$ cat config.mk
export PLATFORM = sky130hd
export DESIGN_NAME = sd_block_sequencer
export DESIGN_NICKNAME = d
export VERILOG_FILES = /design/src/rtl/sd_pkg.sv /design/src/rtl/flex_counter.sv /design/src/rtl/sd_block_sequencer.sv
export SDC_FILE = /design/constraint.sdc
export NUM_CORES = 1
export LEC_CHECK = 0
export CAP_MARGIN = 30
export CORE_MARGIN = 2
export CORE_UTILIZATION = 32
export CTS_BUF_LIST = sky130_fd_sc_hd__clkbuf_16
export DETAILED_ROUTE_END_ITERATION = 12
export GPL_TIMING_DRIVEN = 0
export SLEW_MARGIN = 20
export SYNTH_ARGS = -nofsm -noshare
export SYNTH_HDL_FRONTEND = slang
export SYNTH_SLANG_ARGS = --single-unit
export TNS_END_PERCENT = 1
$ cat constraint.sdc
create_clock -name clk -period 4.9 [get_ports clk]
set_input_delay 0.49 -clock clk [delete_from_list [all_inputs] [get_ports clk]]
set_output_delay 0.49 -clock clk [all_outputs]
set_load 0.03 [all_outputs]
$ cat src/rtl/sd_pkg.sv
// Shared types for the SD block sequencer: FSM states, byte-mux selects,
// the start token and the state-to-output decode used by the output register.
package sd_pkg;

  localparam logic [7:0] START_TOKEN = 8'hFE;

  typedef enum logic [3:0] {
    IDLE   = 4'd0,
    LD_TOK = 4'd1,
    WT_TOK = 4'd2,
    LD_DAT = 4'd3,
    WT_DAT = 4'd4,
    LD_CHI = 4'd5,
    WT_CHI = 4'd6,
    LD_CLO = 4'd7,
    WT_CLO = 4'd8,
    DONE   = 4'd9,
    ERR    = 4'd10
  } state_t;

  typedef enum logic [1:0] {
    SEL_TOKEN  = 2'd0,
    SEL_DATA   = 2'd1,
    SEL_CRC_HI = 2'd2,
    SEL_CRC_LO = 2'd3
  } sel_t;

  typedef struct packed {
    logic busy;
    logic load_byte;
    logic fifo_rd;
    sel_t sel;
    logic done;
    logic underrun;
  } outs_t;

  // The WT_* states keep sel on the byte in flight so the mux stays steady.
  function automatic outs_t decode(input state_t s);
    outs_t o;
    o      = '0;
    o.busy = (s != IDLE);
    case (s)
      LD_TOK: begin o.load_byte = 1'b1; o.sel = SEL_TOKEN; end
      WT_TOK: o.sel = SEL_TOKEN;
      LD_DAT: begin o.load_byte = 1'b1; o.fifo_rd = 1'b1; o.sel = SEL_DATA; end
      WT_DAT: o.sel = SEL_DATA;
      LD_CHI: begin o.load_byte = 1'b1; o.sel = SEL_CRC_HI; end
      WT_CHI: o.sel = SEL_CRC_HI;
      LD_CLO: begin o.load_byte = 1'b1; o.sel = SEL_CRC_LO; end
      WT_CLO: o.sel = SEL_CRC_LO;
      DONE:   o.done = 1'b1;
      ERR:    o.underrun = 1'b1;
      default: ;
    endcase
    return o;
  endfunction

endpackage

$ cat src/rtl/flex_counter.sv
// Clearable up-counter that wraps from rollover_val back to 1; rollover_flag
// is registered and high while the count equals rollover_val.
module flex_counter #(
  parameter int NUM_CNT_BITS = 4
) (
  input  logic                    clk,
  input  logic                    n_rst,
  input  logic                    clear,
  input  logic                    count_enable,
  input  logic [NUM_CNT_BITS-1:0] rollover_val,
  output logic [NUM_CNT_BITS-1:0] count_out,
  output logic                    rollover_flag
);

  logic [NUM_CNT_BITS-1:0] next_count;

  // NOTE: give every combinational output a default first so no path leaves it unassigned (latch).
  always_comb begin
    next_count = count_out;
    if (clear)
      next_count = '0;
    else if (count_enable)
      next_count = (count_out == rollover_val) ? NUM_CNT_BITS'(1)
                                                : count_out + NUM_CNT_BITS'(1);
  end

  // NOTE: flops use non-blocking assignments so every register samples pre-edge values.
  always_ff @(posedge clk or negedge n_rst) begin
    if (!n_rst) begin
      count_out     <= '0;
      rollover_flag <= 1'b0;
    end else begin
      count_out     <= next_count;
      rollover_flag <= (next_count == rollover_val);
    end
  end

endmodule

$ cat src/rtl/sd_block_sequencer.sv
// Sequences one SD data block (start token, BLOCK_BYTES FIFO bytes, CRC high/low)
// into a byte shifter, with abort and FIFO-underrun handling.
module sd_block_sequencer
  import sd_pkg::*;
#(
  parameter int BLOCK_BYTES = 512
) (
  input  logic       clk,
  input  logic       n_rst,
  input  logic       start,
  input  logic       abort,
  input  logic       byte_done,
  input  logic       fifo_empty,
  output logic       load_byte,
  output logic [1:0] sel,
  output logic       fifo_rd,
  output logic       busy,
  output logic       done,
  output logic       underrun,
  output logic [9:0] byte_cnt
);

  state_t state, next_state;
  outs_t  out_d, out_q;
  logic   start_accept;
  logic   last_byte;

  assign start_accept = (state == IDLE) && start && !abort;

  flex_counter #(
    .NUM_CNT_BITS (10)
  ) u_byte_cnt (
    .clk           (clk),
    .n_rst         (n_rst),
    .clear         (start_accept),
    .count_enable  (state == LD_DAT),
    .rollover_val  (10'(BLOCK_BYTES)),
    .count_out     (byte_cnt),
    .rollover_flag (last_byte)
  );

  always_ff @(posedge clk or negedge n_rst) begin
    if (!n_rst) state <= IDLE;
    else        state <= next_state;
  end

  // Abort wins over everything, including a byte_done in the same cycle.
  always_comb begin
    next_state = state;
    if (abort && (state != IDLE)) begin
      next_state = IDLE;
    end else begin
      case (state)
        IDLE:    if (start_accept) next_state = LD_TOK;
        LD_TOK:  next_state = WT_TOK;
        WT_TOK:  if (byte_done) next_state = fifo_empty ? ERR : LD_DAT;
        LD_DAT:  next_state = WT_DAT;
        WT_DAT:  if (byte_done) next_state = last_byte  ? LD_CHI :
                                             fifo_empty ? ERR    : LD_DAT;
        LD_CHI:  next_state = WT_CHI;
        WT_CHI:  if (byte_done) next_state = LD_CLO;
        LD_CLO:  next_state = WT_CLO;
        WT_CLO:  if (byte_done) next_state = DONE;
        DONE:    next_state = IDLE;
        ERR:     next_state = IDLE;
        default: next_state = IDLE;
      endcase
    end
  end

  // Decoding next_state into a register makes each output a flop that
  // tracks the current state exactly, with no decode glitches.
  always_comb begin
    out_d = decode(next_state);
  end

  always_ff @(posedge clk or negedge n_rst) begin
    if (!n_rst) out_q <= '0;
    else        out_q <= out_d;
  end

  assign busy      = out_q.busy;
  assign load_byte = out_q.load_byte;
  assign fifo_rd   = out_q.fifo_rd;
  assign sel       = out_q.sel;
  assign done      = out_q.done;
  assign underrun  = out_q.underrun;

endmodule
; Word-level counts from Yosys, hierarchy flattened
; Cells that the tools add are included.
[classes]
addsub = 1
bitwise_logic = 0
mux = 17
n_eq_ne = 19
magnitude_cmp = 0
multipliers = 0
reduce_logical = 11
n_div = 0
shift = 0
[ops]
columns = operator, count
row1 = case mux 4 bit (9 select lines), 1
row2 = == test 4 x 3 -> 1 bit (second input constant), 8
row3 = 2-to-1 mux 4 bit, 8
row4 = 2-to-1 mux 10 bit, 3
row5 = == test 10 bit (second input constant), 2
row6 = == test 4 bit (second input constant), 4
row7 = == test 4 x 2 -> 1 bit (second input constant), 3
row8 = adder 10 x 1 -> 10 bit (second input constant), 1
row9 = == test 4 x 1 -> 1 bit (second input constant), 2
row10 = nonzero test 4 bit, 2
row11 = case mux 2 bit (3 select lines), 1
row12 = OR reduction 2 bit, 3
row13 = logical NOT 4 bit, 1
row14 = 2-to-1 mux 1 bit, 4
row15 = OR reduction 4 bit, 1
row16 = logical AND 1 bit, 3
row17 = logical NOT 1 bit, 1
[totals]
n_memories = 0
wordCells = 57
reg_bits = 22
output_inout_bits = 17
rom_bits = 0
ramBits = 0
latchBits = 0

; Logic depth before layout (Yosys ltp)
; Gate-level depths: netlist of the first run.
[depth]
word_depth = 9
mapped_depth = 8
ltp_nobuf = 7

; By module
; Synthesis of the first run repeated with hierarchy kept, for this count alone.
[hier_totals]
cells_unflattened = 161
hier_area_um2 = 1551.5
[modules_own_cells]
columns = mod, instances, area_each_um2, cells_each
row1 = flex_counter, 1, 939.7, 100
row2 = sd_block_sequencer, 1, 611.8, 61

; Worst setup path after synthesis of the first run
; No wires, ideal clock.
[synth_timing]
kind = reg-to-reg
startpoint = register u_byte_cnt.count_out[0]
endpoint = register u_byte_cnt.rollover_flag
slack_ps = 2941
required_time_ps = 4789
arrival_ps = 1847
stages_incl_launch_ff = 8
path_buffers = 1
synth_period_minus_slack_ps = 1959
path_cell_list = dfrtp_1 buf_2 inv_1 ha_1 and3b_1 a31oi_1 a311oi_1 a2111oi_2
[synth_between]
elab_chain_cells = 5
word_cells_on_any_way = 6
[synth_rtl]
columns = element, line_no
row1 = "start, declared", flex_counter.sv:11  ; output logic [NUM_CNT_BITS-1:0] count_out,
row2 = "start signal, assigned", flex_counter.sv:33  ; count_out <= next_count;
row3 = adder 10 x 1 -> 10 bit or == test 10 bit (tied branches), "flex_counter.sv:24, flex_counter.sv:23"
row4 = 2-to-1 mux 10 bit, flex_counter.sv:23  ; next_count = (count_out == rollover_val) ? NUM_CNT_BITS'(1)
row5 = 2-to-1 mux 10 bit *, flex_counter.sv:22  ; else if (count_enable)
row6 = 2-to-1 mux 10 bit *, flex_counter.sv:20  ; if (clear)
row7 = == test 10 bit *, flex_counter.sv:34  ; rollover_flag <= (next_count == rollover_val);
row8 = "end signal, assigned", flex_counter.sv:34
row9 = "end, declared", flex_counter.sv:12  ; output logic rollover_flag
; Every way passes the cells marked *; elsewhere a longest branch is shown, timed or not.

==> reports/metrics.cfg, run 1 <==
[timing]
finalHoldWorstSlack_ps=525
worstMarginPinSlew_ps=555
finalWorstSetupSlack_ps=2530
min_period_over_period=0.484
drv_slew=0
skew_ps=2.88
rsz0062_at_grt=no
max_freq_mhz=422
finalSetupTns_ps=0
hold_violations=0
fin_crit_ps=2370
setup-violations-final=0
slew_headroom=0.628

[cts]
clk_pin_slew_ps=60
cts_max_level=1
cts.sinks=22
cts_made_buffers=3
cts_tree=built
clk_latency_ps=260
cts_root_buf=clkbuf_16
cts_setup_buffers=0
cts_buffer_depth=2
cts_hold_buf=0
cts_resized=0

[synthesis]
synth_edf_count=0
yosysSeqAreaShare=0.404
syn_area_per_cell_um2=9.53
yosysTopAreaCellShare=0.404
ys_top_cells_by_area=dfrtp_1 40%, nor2_1 4.1%, xor2_1 3.2%
syn_nets=151
synth-async-reset-ratio=1.00
synth_flop_cell=dfrtp_1
synth_top_area_cell=dfrtp_1
synthDistinctLibCells=53
yosysWarnings=0
syn_area_mm2=0.00136
yosys_register_bits=22
syn_inst=143

[finish]
n_fill_cell=400
final_nets=179
layout-drive-gt1-share=0.171
final_util=0.435
final_cell_mix=22 x dfrtp_1, 22 x clkdlybuf4s50_1, 15 x nor2_1
n_antenna_cell=0
multi_input_comb_area_um2=727
design_area_mm2=0.00177
seq_area_um2=551
syn2layout_area_growth_pct=29.6
finalNonFillerCells=220

[route]
drt_iter0_markers=100
num_vias=1191
antenna_left=0
vias_per_cell=5.41
drc=0
routed_wl_mm=3.06
first_pass_iters=6
wire_per_inst_um=13.9

[setup_path]
startpoint_type=input port
cp.arrival_ps=2490
crit_required_ps=5030
timing.rr.start=state[1]
critical_path.max_fanout=6
cp-end-kind=flop
cp-startpoint=abort
rr_worst_depth=6
criticalPathCategory=input port to flop

[placement]
place_area_mm2=0.00166
gp_congestion=0.845
dp_cells=216
io_buffers=22
hpwl_mm=2.21
pre_cts_slack_ps=2280

[floorplan]
die_area_mm2=0.00480
die_y_um=69.3
core_area_mm2=0.00406
rows=23
die_x_um=69.3
boundaryPins=23
start_util=0.336

[grt]
grt_overflow_total=0
grt.total_usage=0.129
grt_pass1_wl_mm=5.07
grt_pass1_vias=1102
grt_max_degree=16
antenna_found_initial=0

[power_and_ir_drop]
power.leakage_nw=0.743
powerDensity_mw_per_mm2=347
p_total_mw=0.613
ir_drop_v=0.000121

[job]
drv_cap=0

[status]
outcome=complete, no violations

[worst_hold_path]
hold_path.class=input port to async pin

## power breakdown
| group | switching [mW] | total (mW) | internal [mW] | leakage [nW] |
|---|---|---|---|---|
| sequential | 0.00917 | 0.208 | 0.199 | 0.302 |
| combinational | 0.104 | 0.177 | 0.0732 | 0.389 |
| clock | 0.0649 | 0.227 | 0.162 | 0.0511 |
| total | 0.178 | 0.613 | 0.435 | 0.743 |
## synthesized netlist by cell type, drive strengths merged (3+ instances only)
cell type   n
dfrtp      22
nor2       16
nand2      10
buf         7
inv         7
nor4        6
a21oi       5
xor2        5
a211oi      4
o21ai       4
xnor2       4
a31oi       3
and2        3
and3        3
clkbuf      3
nand3       3
or2         3
## cell families after synthesis
family                     share of synthesized area
adders and majority gates                     0.0184
and+or+nand+nor                                0.282
xor gates and xnor gates                      0.0578
buffers and inverters                         0.0624
AOI/OAI and AO/OA                              0.167
muxes                                        0.00826
DFF                                            0.404
## flip-flops by register name, summed over array words and instances, names as in the netlist
| register | cells |
|---|---|
| u_byte_cnt.rollover_flag | 1 |
| fifo_rd | 1 |
| u_byte_cnt.count_out | 10 |
| load_byte | 1 |
| busy | 1 |
| underrun | 1 |
| done | 1 |
| sel | 2 |
| state | 4 |
## metal layers
layer | part of all wire | global-route usage | wire (um)
met5 | 0 | 0 | 0
met4 | 0.016 | 0.0479 | 48
met3 | 0.065 | 0.0334 | 198
met2 | 0.47 | 0.210 | 1440
met1 | 0.45 | 0.165 | 1370
## final timing paths
path                                            to  slack (ps)
min                                      load_byte         520
min reg2reg                u_byte_cnt.count_out[6]         660
max in group asynchronous  u_byte_cnt.count_out[0]        3940
max reg2reg                                   busy        2830
max                                           busy        2530
min in group clk           u_byte_cnt.count_out[6]         660
## critical path, cell delays in order
cell	delay (ps)
clkdlybuf4s50_1	580
nor2_1	110
and3_1	200
buf_2	160
a211oi_2	380
nor2_1	150
or4_1	420
## final cells by class
type | instances | share of cell area
plain buffers | 10 | 0.0333
clock buffers | 3 | 0.0425
clock inverters | 1 | 0.0170
inverters | 7 | 0.0149
multi-input cells | 104 | 0.412
flip-flops and latches | 22 | 0.312
well taps | 50 | 0.0354
repair buffers | 23 | 0.133
Power figures use the tool's default switching activity.
==> run 2, diff against run 1 <==
==> constraint.sdc (replaced) <==
create_clock -name clk -period 2.45 [get_ports clk]
set_input_delay 0.245 -clock clk [delete_from_list [all_inputs] [get_ports clk]]
set_output_delay 0.245 -clock clk [all_outputs]
set_load 0.03 [all_outputs]
==> results of run 2 <==
The final DEF is identical to that of run 1. Status: complete, no violations.
Main changes from that run: setup slack after placement 2280 ps -> 79.0 ps; setup slack after layout 2530 ps -> 326 ps; hold slack 525 ps -> 280 ps; register-to-register setup slack 2830 ps -> 380 ps; total power 0.613 mW -> 1.23 mW; worst IR drop on VDD 0.000121 V -> 0.000243 V
